<file path="src/rtl/keypad_events.sv">
// Keypad event generator: per-key sample-strobed debounce, pending-event
// arbitration (lowest index first) and a first-word fall-through event queue
// with a sticky overflow flag for events lost while still pending.
module keypad_events #(
  parameter int NKEYS        = 16,
  parameter int IDX_W        = 4,
  parameter int DEBOUNCE     = 3,
  parameter int FIFO_DEPTH   = 4,
  parameter int RELEASE_ONLY = 0
) (
  input  logic             clk,
  input  logic             reset,
  input  logic             sample,
  input  logic [NKEYS-1:0] keypad_matrix,
  input  logic             ev_ready,
  input  logic             clr_overflow,
  output logic             ev_valid,
  output logic [IDX_W-1:0] ev_index,
  output logic             ev_press,
  output logic [NKEYS-1:0] keys_stable,
  output logic             any_pressed,
  output logic             overflow
);

  localparam int PTR_W = $clog2(FIFO_DEPTH);
  localparam int ENT_W = IDX_W + 1;
  localparam logic [PTR_W:0] FULL_OCC = (PTR_W + 1)'(FIFO_DEPTH);

  logic [3:0]       cnt      [NKEYS];
  logic [3:0]       cnt_next [NKEYS];
  logic [NKEYS-1:0] toggle;
  logic [NKEYS-1:0] stable_next;
  logic [NKEYS-1:0] set_mask;
  logic [NKEYS-1:0] pend;
  logic [NKEYS-1:0] grant_mask;
  logic [NKEYS-1:0] eff_grant;
  logic [IDX_W-1:0] grant_idx;
  logic             grant_vld;

  logic [ENT_W-1:0] mem [FIFO_DEPTH];
  logic [PTR_W-1:0] wr_ptr;
  logic [PTR_W-1:0] rd_ptr;
  logic [PTR_W-1:0] last_ptr;
  logic [PTR_W:0]   occ;
  logic [ENT_W-1:0] head;
  logic             full;
  logic             push;
  logic             pop;
  logic             ovf_cond;

  // Debounce next-state: count disagreeing samples, toggle on reaching DEBOUNCE
  always_comb begin
    toggle = '0;
    for (int i = 0; i < NKEYS; i++) begin
      cnt_next[i] = cnt[i];
      if (sample) begin
        if (keypad_matrix[i] != keys_stable[i]) begin
          if (cnt[i] + 4'd1 == 4'(DEBOUNCE)) begin
            toggle[i]   = 1'b1;
            cnt_next[i] = '0;
          end else begin
            cnt_next[i] = cnt[i] + 4'd1;
          end
        end else begin
          cnt_next[i] = '0;
        end
      end
    end
  end

  assign stable_next = keys_stable ^ toggle;
  // Press toggles are not queued in release-only mode
  assign set_mask    = (RELEASE_ONLY != 0) ? (toggle & ~stable_next) : toggle;
  assign any_pressed = |keys_stable;

  // Fixed-priority arbiter: lowest-index pending key wins
  always_comb begin
    grant_vld  = 1'b0;
    grant_idx  = '0;
    grant_mask = '0;
    for (int i = NKEYS - 1; i >= 0; i--) begin
      if (pend[i]) begin
        grant_vld = 1'b1;
        grant_idx = IDX_W'(i);
      end
    end
    if (grant_vld) grant_mask[grant_idx] = 1'b1;
  end

  assign full      = (occ == FULL_OCC);
  assign pop       = ev_valid & ev_ready;
  assign push      = grant_vld & (~full | pop);
  assign eff_grant = push ? grant_mask : '0;
  // A new toggle on a key whose previous event never left pending is a lost edge
  assign ovf_cond  = |(toggle & pend & ~eff_grant);

  assign ev_valid = (occ != '0);
  // When empty, show the most recently popped entry so outputs hold their value
  assign last_ptr = rd_ptr - PTR_W'(1);
  assign head     = ev_valid ? mem[rd_ptr] : mem[last_ptr];
  assign ev_index = head[ENT_W-1:1];
  assign ev_press = head[0];

  // Debounce counters and stable key state
  always_ff @(posedge clk) begin
    if (reset) begin
      for (int i = 0; i < NKEYS; i++) cnt[i] <= '0;
      keys_stable <= '0;
    end else begin
      for (int i = 0; i < NKEYS; i++) cnt[i] <= cnt_next[i];
      keys_stable <= stable_next;
    end
  end

  // Pending bits and sticky overflow; a fresh overflow beats a clear
  always_ff @(posedge clk) begin
    if (reset) begin
      pend     <= '0;
      overflow <= 1'b0;
    end else begin
      pend <= (pend & ~eff_grant) | set_mask;
      if (ovf_cond)          overflow <= 1'b1;
      else if (clr_overflow) overflow <= 1'b0;
    end
  end

  // Event queue storage, pointers and occupancy
  always_ff @(posedge clk) begin
    if (reset) begin
      for (int i = 0; i < FIFO_DEPTH; i++) mem[i] <= '0;
      wr_ptr <= '0;
      rd_ptr <= '0;
      occ    <= '0;
    end else begin
      if (push) begin
        mem[wr_ptr] <= {grant_idx, keys_stable[grant_idx]};
        wr_ptr      <= wr_ptr + PTR_W'(1);
      end
      if (pop) rd_ptr <= rd_ptr + PTR_W'(1);
      case ({push, pop})
        2'b10:   occ <= occ + (PTR_W + 1)'(1);
        2'b01:   occ <= occ - (PTR_W + 1)'(1);
        default: occ <= occ;
      endcase
    end
  end

endmodule

</file>
<file path="config.mk">
export PLATFORM = sky130hd
export DESIGN_NAME = keypad_events
export DESIGN_NICKNAME = d
export VERILOG_FILES = /design/src/rtl/keypad_events.sv
export SDC_FILE = /design/constraint.sdc
export NUM_CORES = 1
export LEC_CHECK = 0
export ABC_AREA = 1
export BUFFER_PORTS_ARGS = -buffer_cell sky130_fd_sc_hd__buf_2
export CAP_MARGIN = 20
export CORE_UTILIZATION = 37
export CTS_CLUSTER_DIAMETER = 100
export DETAILED_ROUTE_END_ITERATION = 10
export SLEW_MARGIN = 40
export SYNTH_ARGS = -nofsm -noshare
export SYNTH_HDL_FRONTEND = slang
export SYNTH_SLANG_ARGS = --single-unit
export TNS_END_PERCENT = 30
</file>
<file path="constraint.sdc">
create_clock -name clk -period 2.2 [get_ports clk]
set_clock_uncertainty 0.1 [all_clocks]
set_input_delay 0.22 -clock clk [delete_from_list [all_inputs] [get_ports clk]]
set_output_delay 0.22 -clock clk [all_outputs]
set_load 0.03 [all_outputs]
</file>
# [Word-level counts from Yosys, hierarchy flattened]
# Memory sizes are Yosys's and may differ from the RTL's. A register that Yosys moved wholly into a read port is not among the register bits.
# Index checks and enable logic that the tools add are counted.
[classes] add_sub_neg=21 magnitude_cmp=2 eq_ne=35 mux=165 bitwise_logic=26 n_reduce_logical=7
[op_table] op="$mux W4" count=80
[op_table] op="$mux W1" count=75
[op_table] op="$add A4 B1 Y4 const B" count=16
[op_table] op="$eq A4 B2 Y1 const B" count=16
[op_table] op="$and A16 B16 Y16" count=3
[op_table] op="$mux W16" count=2
[op_table] op="$reduce_or A16 Y1" count=2
[op_table] op="$or A1 B1 Y1" count=17
[op_table] op="$ne A1 B1 Y1" count=16
[op_table] op="$not A16 Y16" count=1
[op_table] op="$or A16 B16 Y16" count=1
[op_table] op="$xor A16 B16 Y16" count=1
[op_table] op="$mux W5" count=2
[op_table] op="$mux W2" count=3
[op_table] op="$pmux W3 S2" count=1
[op_table] op="$lt A4 B5 Y1 const B" count=1
[op_table] op="$reduce_or A5 Y1" count=1
[op_table] op="$add A2 B1 Y2 const B" count=2
[op_table] op="$bmux W1 S4" count=1
[op_table] op="$demux W1 S4" count=1
[op_table] op="$ge A4 B1 Y1 const B" count=1
[op_table] op="$reduce_bool A2 Y1" count=2
[op_table] op="$add A3 B1 Y3 const B" count=1
[op_table] op="$eq A3 B3 Y1 const B" count=1
[op_table] op="other kinds (8)" count=9
[word_totals] regBits=40 ramBits=84 inputBits=21 word_cells=264 n_memories=2
[mem_list] memory="cnt" words=16 width=4 read_ports=16 rd_clocked_by_memory_dff=0 wr=16 line="29" rtl="logic [3:0] cnt [NKEYS];"
[mem_list] memory="mem" words=4 width=5 read_ports=2 rd_clocked_by_memory_dff=1 wr=4 line="40" rtl="logic [ENT_W-1:0] mem [FIFO_DEPTH];"

# [Longest topological paths before layout]
# Gate-level depths: netlist of the first run.
[logic_depth] word_depth=26 ltp_mapped=22 ltp_nobuf=21

# [Worst setup path after synthesis of the first run]
# No wires, ideal clock.
[synth_path] path_kind="register to register" startpoint="register pend[14]" endpoint="memory mem[0][0] (netlist bit), data pin" setup_time_ns=0.259 arrival_time_ns=1.606 slack_ns=0.235 path_stages_with_launch=23 n_path_buf=1 synth_period_minus_slack_ns=1.965 cell_sequence="dfxtp_1 > inv_1 > nand2_1 > nand2_1 > nand2_1 > nand2_1 > nand2_1 > nand2_1 > nand2_1 > nand2_1 > nand2_1 > nand2_1 > nand2_2 > nand2_4 > nand2_8 > nand2_8 > nand2_4 > buf_6 > nand3_2 > nand3b_1 > nand2_1 > nand3_2 > nor3_1"
[synth_lines] item="start, declared" line="34" rtl="logic [NKEYS-1:0] pend;"
[synth_lines] item="start signal, assigned" line="121" rtl="pend <= (pend & ~eff_grant) | set_mask;"
[synth_lines] item="end, declared" line="40"

==> results of run 1 <==
==> layout make-up <==
cell class | count | share of cell area (%)
repair buffers | 80 | 6.43
inverters | 120 | 5.55
clock inverters | 6 | 0.401
flip-flops and latches | 126 | 33.6
well taps | 229 | 3.53
multi-input cells | 624 | 44.2
clock buffers | 25 | 6.24
==> worst max path at each step <==
stage	slack (ps)	end	from	cells past startpoint
2_1_floorplan	230	mem[0][0]	pend[14]	22
3_3_place_gp	70	overflow	pend[15]	14
3_5_place_dp	50	overflow	pend[15]	14
4_1_cts	9	ev_press	rd_ptr[0]	6
5_1_grt	-130	mem[1][0]	pend[14]	21
6_report	70	mem[1][0]	pend[14]	21
==> what timing repair did <==
| action | 4_1_cts | 5_1_grt |
|---|---|---|
| pin swaps | 1 | 7 |
| setup endpoints to repair | 5 | 33 |
| gates resized for setup | 8 | 36 |
| hold buffers | 1 | 0 |
| cloned | 0 | 0 |
| hold endpoints to repair | 1 | 0 |
| buffers inserted | 0 | 4 |
==> metrics by stage <==
| step | cells | utilization [%] | TNS, ps | cell area (sq um) |
|---|---|---|---|---|
| after floorplan | 897 | - | 0 | 6750 |
| after global placement | 1174 | 41.3 | 0 | 7400 |
| after detailed placement | 1174 | 41.3 | 0 | 7400 |
| after CTS | 1206 | 44.6 | 0 | 7980 |
| after global routing | 1210 | 45.3 | -577 | 8120 |
| final | 1210 | 45.3 | 0 | 8120 |
==> layout by cell type (no fill, tap or decap), types with 20 or more instances in the layout <==
cell type | netlist | routed
a21oi_1 | 91 | 91
buf_2 | 2 | 44
buf_4 | 0 | 32
dfxtp_1 | 106 | 101
edfxtp_1 | 20 | 20
ha_1 | 32 | 32
inv_1 | 116 | 113
nand2_1 | 159 | 153
nand3_1 | 49 | 48
nor2_1 | 101 | 89
o21ai_0 | 47 | 44
xnor2_1 | 40 | 40
==> flip-flops by register name (all words and copies together), names as in the netlist, named ones only <==
signal       flops
overflow         1
rd_ptr           2
keys_stable     16
occ              3
wr_ptr           2
cnt             64
mem             20
pend            16
==> worst register-to-register path: stages, from the launching register on <==
cell	delay [ps]
dfxtp_2	330
inv_1	50
nand2_1	40
nand2_1	50
nand2_1	40
nand2_1	50
nand2_1	50
nand2_1	50
nand2_1	70
nand2_1	60
nand2_1	40
nand2_1	60
nand2_2	60
nand2_4	90
nand2_8	90
nand2_8	120
nand2_8	80
nand3_2	80
nand3b_1	100
nand2_2	100
nand3_4	90
nor3_2	180
==> power by group <==
group          total [uW]  switching (uW)  internal (uW)
clock network        2580            1000           1580
registers            2610             148           2460
logic                1660            1090            572
==> layer usage <==
layer | global-route usage [%] | wire, um | vias up
li1 | - | - | 3098
met1 | 22.9 | 7470 | 2739
met2 | 29.8 | 7200 | 121
met3 | 3.67 | 773 | 25
met4 | 7.88 | 291 | 0
met5 | 0 | 0 | -
==> logic make-up (layout without fill, tap and decap cells) <==
group | Yosys count | in the layout | synth area share (%)
xor+xnor | 48 | 48 | 6.23
compound gates | 178 | 178 | 15.0
buf+inv | 147 | 231 | 8.32
simple gates | 365 | 365 | 23.8
flops | 126 | 126 | 40.3
fa+ha+maj | 33 | 33 | 6.23
==> run_results.csv, run 1 <==
group,metric,value,unit
status,outcome,"complete, no violations",
floorplan,initial_core_util,37.7,%
synth,synth_edf_count,20,
clock_network,clk_pin_slew_worst_paths,60,ps
global_route,grt_pass1_wl,26500,um
routing,wl_per_cell,13.0,um
routing,drc,0,
worst_hold_path,whs_path_depth,2,
synth,yosysSeqAreaShare,40.3,%
routing,dr.pass1.iters,5,
sta,holdWs,30.6,ps
setup_path,path_buf_inv,1,
sta,setup_viol,0,
power_and_ir_drop,powerDensity,845,mW/mm^2
clock_network,cts_max_path_buffers,2,
setup_path,slowest_delay,330,ps
synth,yosysWarnings,0,
routing,drt-initial-drc-count,380,
final_layout,layout-drive-gt1-share,16.1,%
setup_path,crit_family,"simple AND/OR/NAND/NOR gates",
global_route,antenna_found_initial,0,
clock_network,clk_latency,420,ps
clock_network,cts_tree,"yes",
global_route,grt_pass1_vias,5658,
setup_path,criticalPathCategory,"flip-flop to flip-flop",
floorplan,die_w,137,um
sta,clock.fmax,469,MHz
setup_path,critPathRequiredTime,2370,ps
floorplan,die_area,0.0188,sq mm
routing,via_per_inst,4.94,
power_and_ir_drop,ir_drop,0.598,mV
synth,synth_top_area_share,31.4,%
synth,syn_inst,897,
power_and_ir_drop,p_leak,0.00339,uW
final_layout,multiInputGateArea,0.00359,sq mm
placed_design,gp_congestion,0.829,
synth,ys_async_sr_fraction,0,%
setup_path,rr_worst_depth,21,
routing,drtAntennaViolNets,0,
synth,syn_area_per_cell,7.52,sq um
placed_design,place_ws,53.3,ps
floorplan,rows,49,
setup_path,cp_max_fo,8,
final_layout,area_growth,20.2,%
clock_network,cts-root-buf,"clkbuf_16",
sta,rsz0062_at_grt,"yes",
clock_network,cts_max_level,4,
final_layout,seq_area,0.00273,sq mm
setup_path,r2r_slack,70,ps
sta,tightest_slew,571,ps
setup_path,r2r-start,"pend[14]",
placed_design,dp_hpwl,11300,um
sta,min_period,2130,ps
clock_network,clock-sinks,126,
clock_network,cts-buffers-inserted,17,
setup_path,crit_slowest_cell,"dfxtp_2",
global_route,track_usage,18.1,%
synth,ys_seq_elements,126,
synth,synth_nets,951,
routing,wl,15700,um
setup_path,cp_common_cell,"nand2_1",
final_layout,antenna_cells,0,
synth,synth_most_common_cell,"nand2_1",
synth,synth.distinct_cells,40,
setup_path,cp-end-kind,"flip-flop",
floorplan,core_area,0.0179,sq mm
worst_hold_path,hp-class,"input port to flip-flop",
flow_run,drv_cap,0,
sta,hold_viol,0,
final_layout,n_fill_cell,1805,
routing,vias,5983,
setup_path,critPathArrivalTime,2300,ps
sta,slew-limit-headroom,61.6,%
setup_path,crit_path_cell_trace,"inv_1 > nand2_1 > nand2_1 > nand2_1 > nand2_1 > nand2_1 > nand2_1 > nand2_1 > nand2_1 > nand2_1 > nand2_1 > nand2_2 > nand2_4 > nand2_8 > nand2_8 > nand2_8 > nand3_2 > nand3b_1 > nand2_2 > nand3_4 > nor3_2",
global_route,grt_max_degree,65,
synth,yosysTopAreaCell,"dfxtp_1",
final_layout,final_net_count,1023,
power_and_ir_drop,power,6850,uW
synth,synthFlopType,"dfxtp_1",
sta,fin_ws,69.6,ps
global_route,grt_overflow_total,0,
setup_path,critPathLaunchType,"flip-flop",
worst_hold_path,holdPathEnd,"cnt[0][17]",
setup_path,regToRegEndpoint,"mem[1][0]",
sta,drv_slew,0,
worst_hold_path,min_from,"reset",
placed_design,numPortBuffers,44,
floorplan,boundaryPins,45,
floorplan,die_y,137,um
sta,finalCritPeriodShare,96.8,%
synth,synth_top_cells_by_area,"dfxtp_1, edfxtp_1, nand2_1",
synth,synth_commonest_cells,"nand2_1, inv_1, dfxtp_1, nor2_1, a21oi_1",
synth,synth_area,0.00675,sq mm
(Power assumes the default switching activity.)
==> run 2, diff against run 1 <==
--- a/config.mk
+++ b/config.mk
@@ -8,9 +8,11 @@
 export ABC_AREA = 1
 export BUFFER_PORTS_ARGS = -buffer_cell sky130_fd_sc_hd__buf_2
 export CAP_MARGIN = 20
-export CORE_UTILIZATION = 37
+export CORE_UTILIZATION = 60
+export CTS_BUF_LIST = sky130_fd_sc_hd__clkbuf_4 sky130_fd_sc_hd__clkbuf_8
 export CTS_CLUSTER_DIAMETER = 100
 export DETAILED_ROUTE_END_ITERATION = 10
+export PLACE_DENSITY = 0.79
 export SLEW_MARGIN = 40
 export SYNTH_ARGS = -nofsm -noshare
 export SYNTH_HDL_FRONTEND = slang
==> run 2 against run 1 <==
Compared with the run above: the run now ends with setup timing left; non-clock buffer count increased by 1; clock power down 3%; maximum frequency shrank 5.2%; first-iteration DRC count grew 8.9%; sequential power hardly changed; wire length is 4.5% lower; cell area fell by 0.94%; sequential cell count did not move; register-to-register slack worse by 120 ps; critical path type unchanged; highest routed layer unchanged.
==> run_results.csv, run 2 (synthesis gave the netlist of run 1 again) <==
group,metric,value,unit
routing,drtAntennaViolNets,0,
flow_run,drv_cap,0,
final_layout,finalNonFillerCells,1123,
power_and_ir_drop,ir_drop,1.03,mV
floorplan,rows,38,
final_layout,layout-drive-gt1-share,18.2,%
sta,rsz0062_at_grt,"yes",
worst_hold_path,hp-class,"input port to flip-flop",
setup_path,crit_slowest_cell,"dfxtp_1",
routing,drc,0,
final_layout,area_growth,19.1,%
routing,via_per_inst,5.42,
routing,drt-initial-drc-count,414,
setup_path,crit_path_cell_trace,"inv_2 > nand2_1 > o211ai_1 > nand3_1 > a21oi_2 > buf_4 > inv_2 > nand4_1 > nand3b_1 > nand2_2 > nand3_4 > nor3_4",
sta,hold_viol,0,
final_layout,n_fill_cell,861,
placed_design,numPortBuffers,44,
sta,clock.fmax,445,MHz
setup_path,critPathLaunchType,"flip-flop",
final_layout,largestRegisters,"cnt: 64 flops, mem: 20 flops",
global_route,grt_max_degree,69,
final_layout,regMostFlops,"cnt",
power_and_ir_drop,p_leak,0.00339,uW
setup_path,cp_max_fo,16,
status,violations,"setup timing",
sta,drv_slew,0,
floorplan,core_area,0.0109,sq mm
placed_design,postPlaceCellArea,0.00725,sq mm
setup_path,critPathArrivalTime,2450,ps
placed_design,placedCellCount,1081,
sta,finalCritPeriodShare,102,%
floorplan,die_y,108,um
clock_network,clock-sinks,126,
floorplan,die_area,0.0117,sq mm
final_layout,final_cell_mix,"nand2_1, inv_1, dfxtp_1",
sta,tightest_slew,750,ps
sta,min_period,2250,ps
setup_path,cp_common_cell,"inv_2",
final_layout,final_area,0.00804,sq mm
routing,vias,6084,
final_layout,multiInputGateArea,0.00365,sq mm
global_route,grt_pass1_vias,5473,
global_route,antenna_found_initial,0,
power_and_ir_drop,powerDensity,841,mW/mm^2
setup_path,r2r_slack,-50,ps
final_layout,antenna_cells,0,
sta,finalSetupTns,-195,ps
power_and_ir_drop,comb_power_share,24.7,%
global_route,grt_pass1_wl,24400,um
clock_network,cts_max_level,4,
clock_network,clk_latency,450,ps
floorplan,die_w,108,um
final_layout,largest_register_ffs,64,
power_and_ir_drop,p_sw,2140,uW
floorplan,initial_core_util,62.0,%
final_layout,seq_area,0.00273,sq mm
floorplan,boundaryPins,45,
status,outcome,"finished with violations",
sta,slew-limit-headroom,50.0,%
setup_path,critPathRequiredTime,2400,ps
clock_network,cts-buffers-inserted,17,
clock_network,cts_max_path_buffers,2,
placed_design,dp_hpwl,10300,um
global_route,grt_overflow_total,0,
placed_design,gp_congestion,0.894,
clock_network,cts_tree,"yes",
sta,fin_ws,-47.3,ps
setup_path,criticalPathCategory,"flip-flop to flip-flop",
clock_network,clk_pin_slew_worst_paths,70,ps
power_and_ir_drop,internal-power,4620,uW
global_route,track_usage,26.7,%
power_and_ir_drop,swShare,31.6,%
sta,setup_viol,5,
routing,dr.pass1.iters,7,
routing,wl,15000,um
setup_path,cp-end-kind,"flip-flop",
routing,wl_per_cell,13.4,um
clock_network,cts-root-buf,"clkbuf_8",
power_and_ir_drop,p_seq_share,38.4,%
final_layout,fin_util,73.8,%
setup_path,slowest_delay,340,ps
power_and_ir_drop,clkPwrFrac,37.0,%
final_layout,final_net_count,1024,
power_and_ir_drop,power,6760,uW
final_layout,layout_commonest_cell,"nand2_1",
==> run 2: critical path: cells and delay by family (launching register included) <==
| kind | cells | cell delay (ps) |
|---|---|---|
| flip-flops | 1 | 340 |
| buffers and inverters | 3 | 520 |
| AO/OA/AOI/OAI | 2 | 360 |
| AND/OR/NAND/NOR | 7 | 780 |
==> run 2: repair_timing <==
item                                    4_1_cts  5_1_grt
setup buffers                                 0        9
hold buffers                                  1        0
endpoints found under the hold margin         1        0
gates resized for setup                      10       58
pin swaps                                     0       22
endpoints found under the setup margin       10       30
==> run 2: layout make-up <==
type                       instances  share of cell area [%]
multi-input combinational        624                    45.4
tap                              140                    2.18
timing repair buffer              81                    6.52
inverter                         120                    5.60
clock buffer                      22                    3.69
sequential                       126                    34.0
clock inverter                    10                    2.57
==> run 2: path summary, 6_finish.rpt <==
kind | start | endpoint | cells past startpoint
setup reg to reg | pend[12] | mem[0][0] | 12
hold / removal | reset | wr_ptr[0] | 4
hold reg to reg | cnt[0][11] | cnt[0][11] | 2
setup / recovery | pend[12] | mem[0][0] | 12
==> run 2: stage by stage <==
stage	worst slack, ps	hold slack (ps)
2_1_floorplan	235	216
3_3_place_gp	-40.9	338
3_5_place_dp	-44.5	339
4_1_cts	9.03	42.7
5_1_grt	-226	90.0
6_report	-47.3	55.5
==> run 2: power groups by stage <==
stage | Sequential [uW] | Combinational, uW | Clock [uW]
after floorplan | 2590 | 1140 | 0
after global placement | 2620 | 1500 | 0
after detailed placement | 2620 | 1530 | 0
after CTS | 2580 | 1570 | 2530
after global routing | 2610 | 1820 | 2630
final | 2590 | 1670 | 2500
==> run 2: layer usage <==
layer / wire length, um / vias to the layer above / GRT usage [%]
li1: - / 3103 / -
met1: 6820 / 2761 / 33.4
met2: 7020 / 186 / 43.8
met3: 810 / 34 / 6.15
met4: 370 / 0 / 11.8
met5: 0 / - / 0
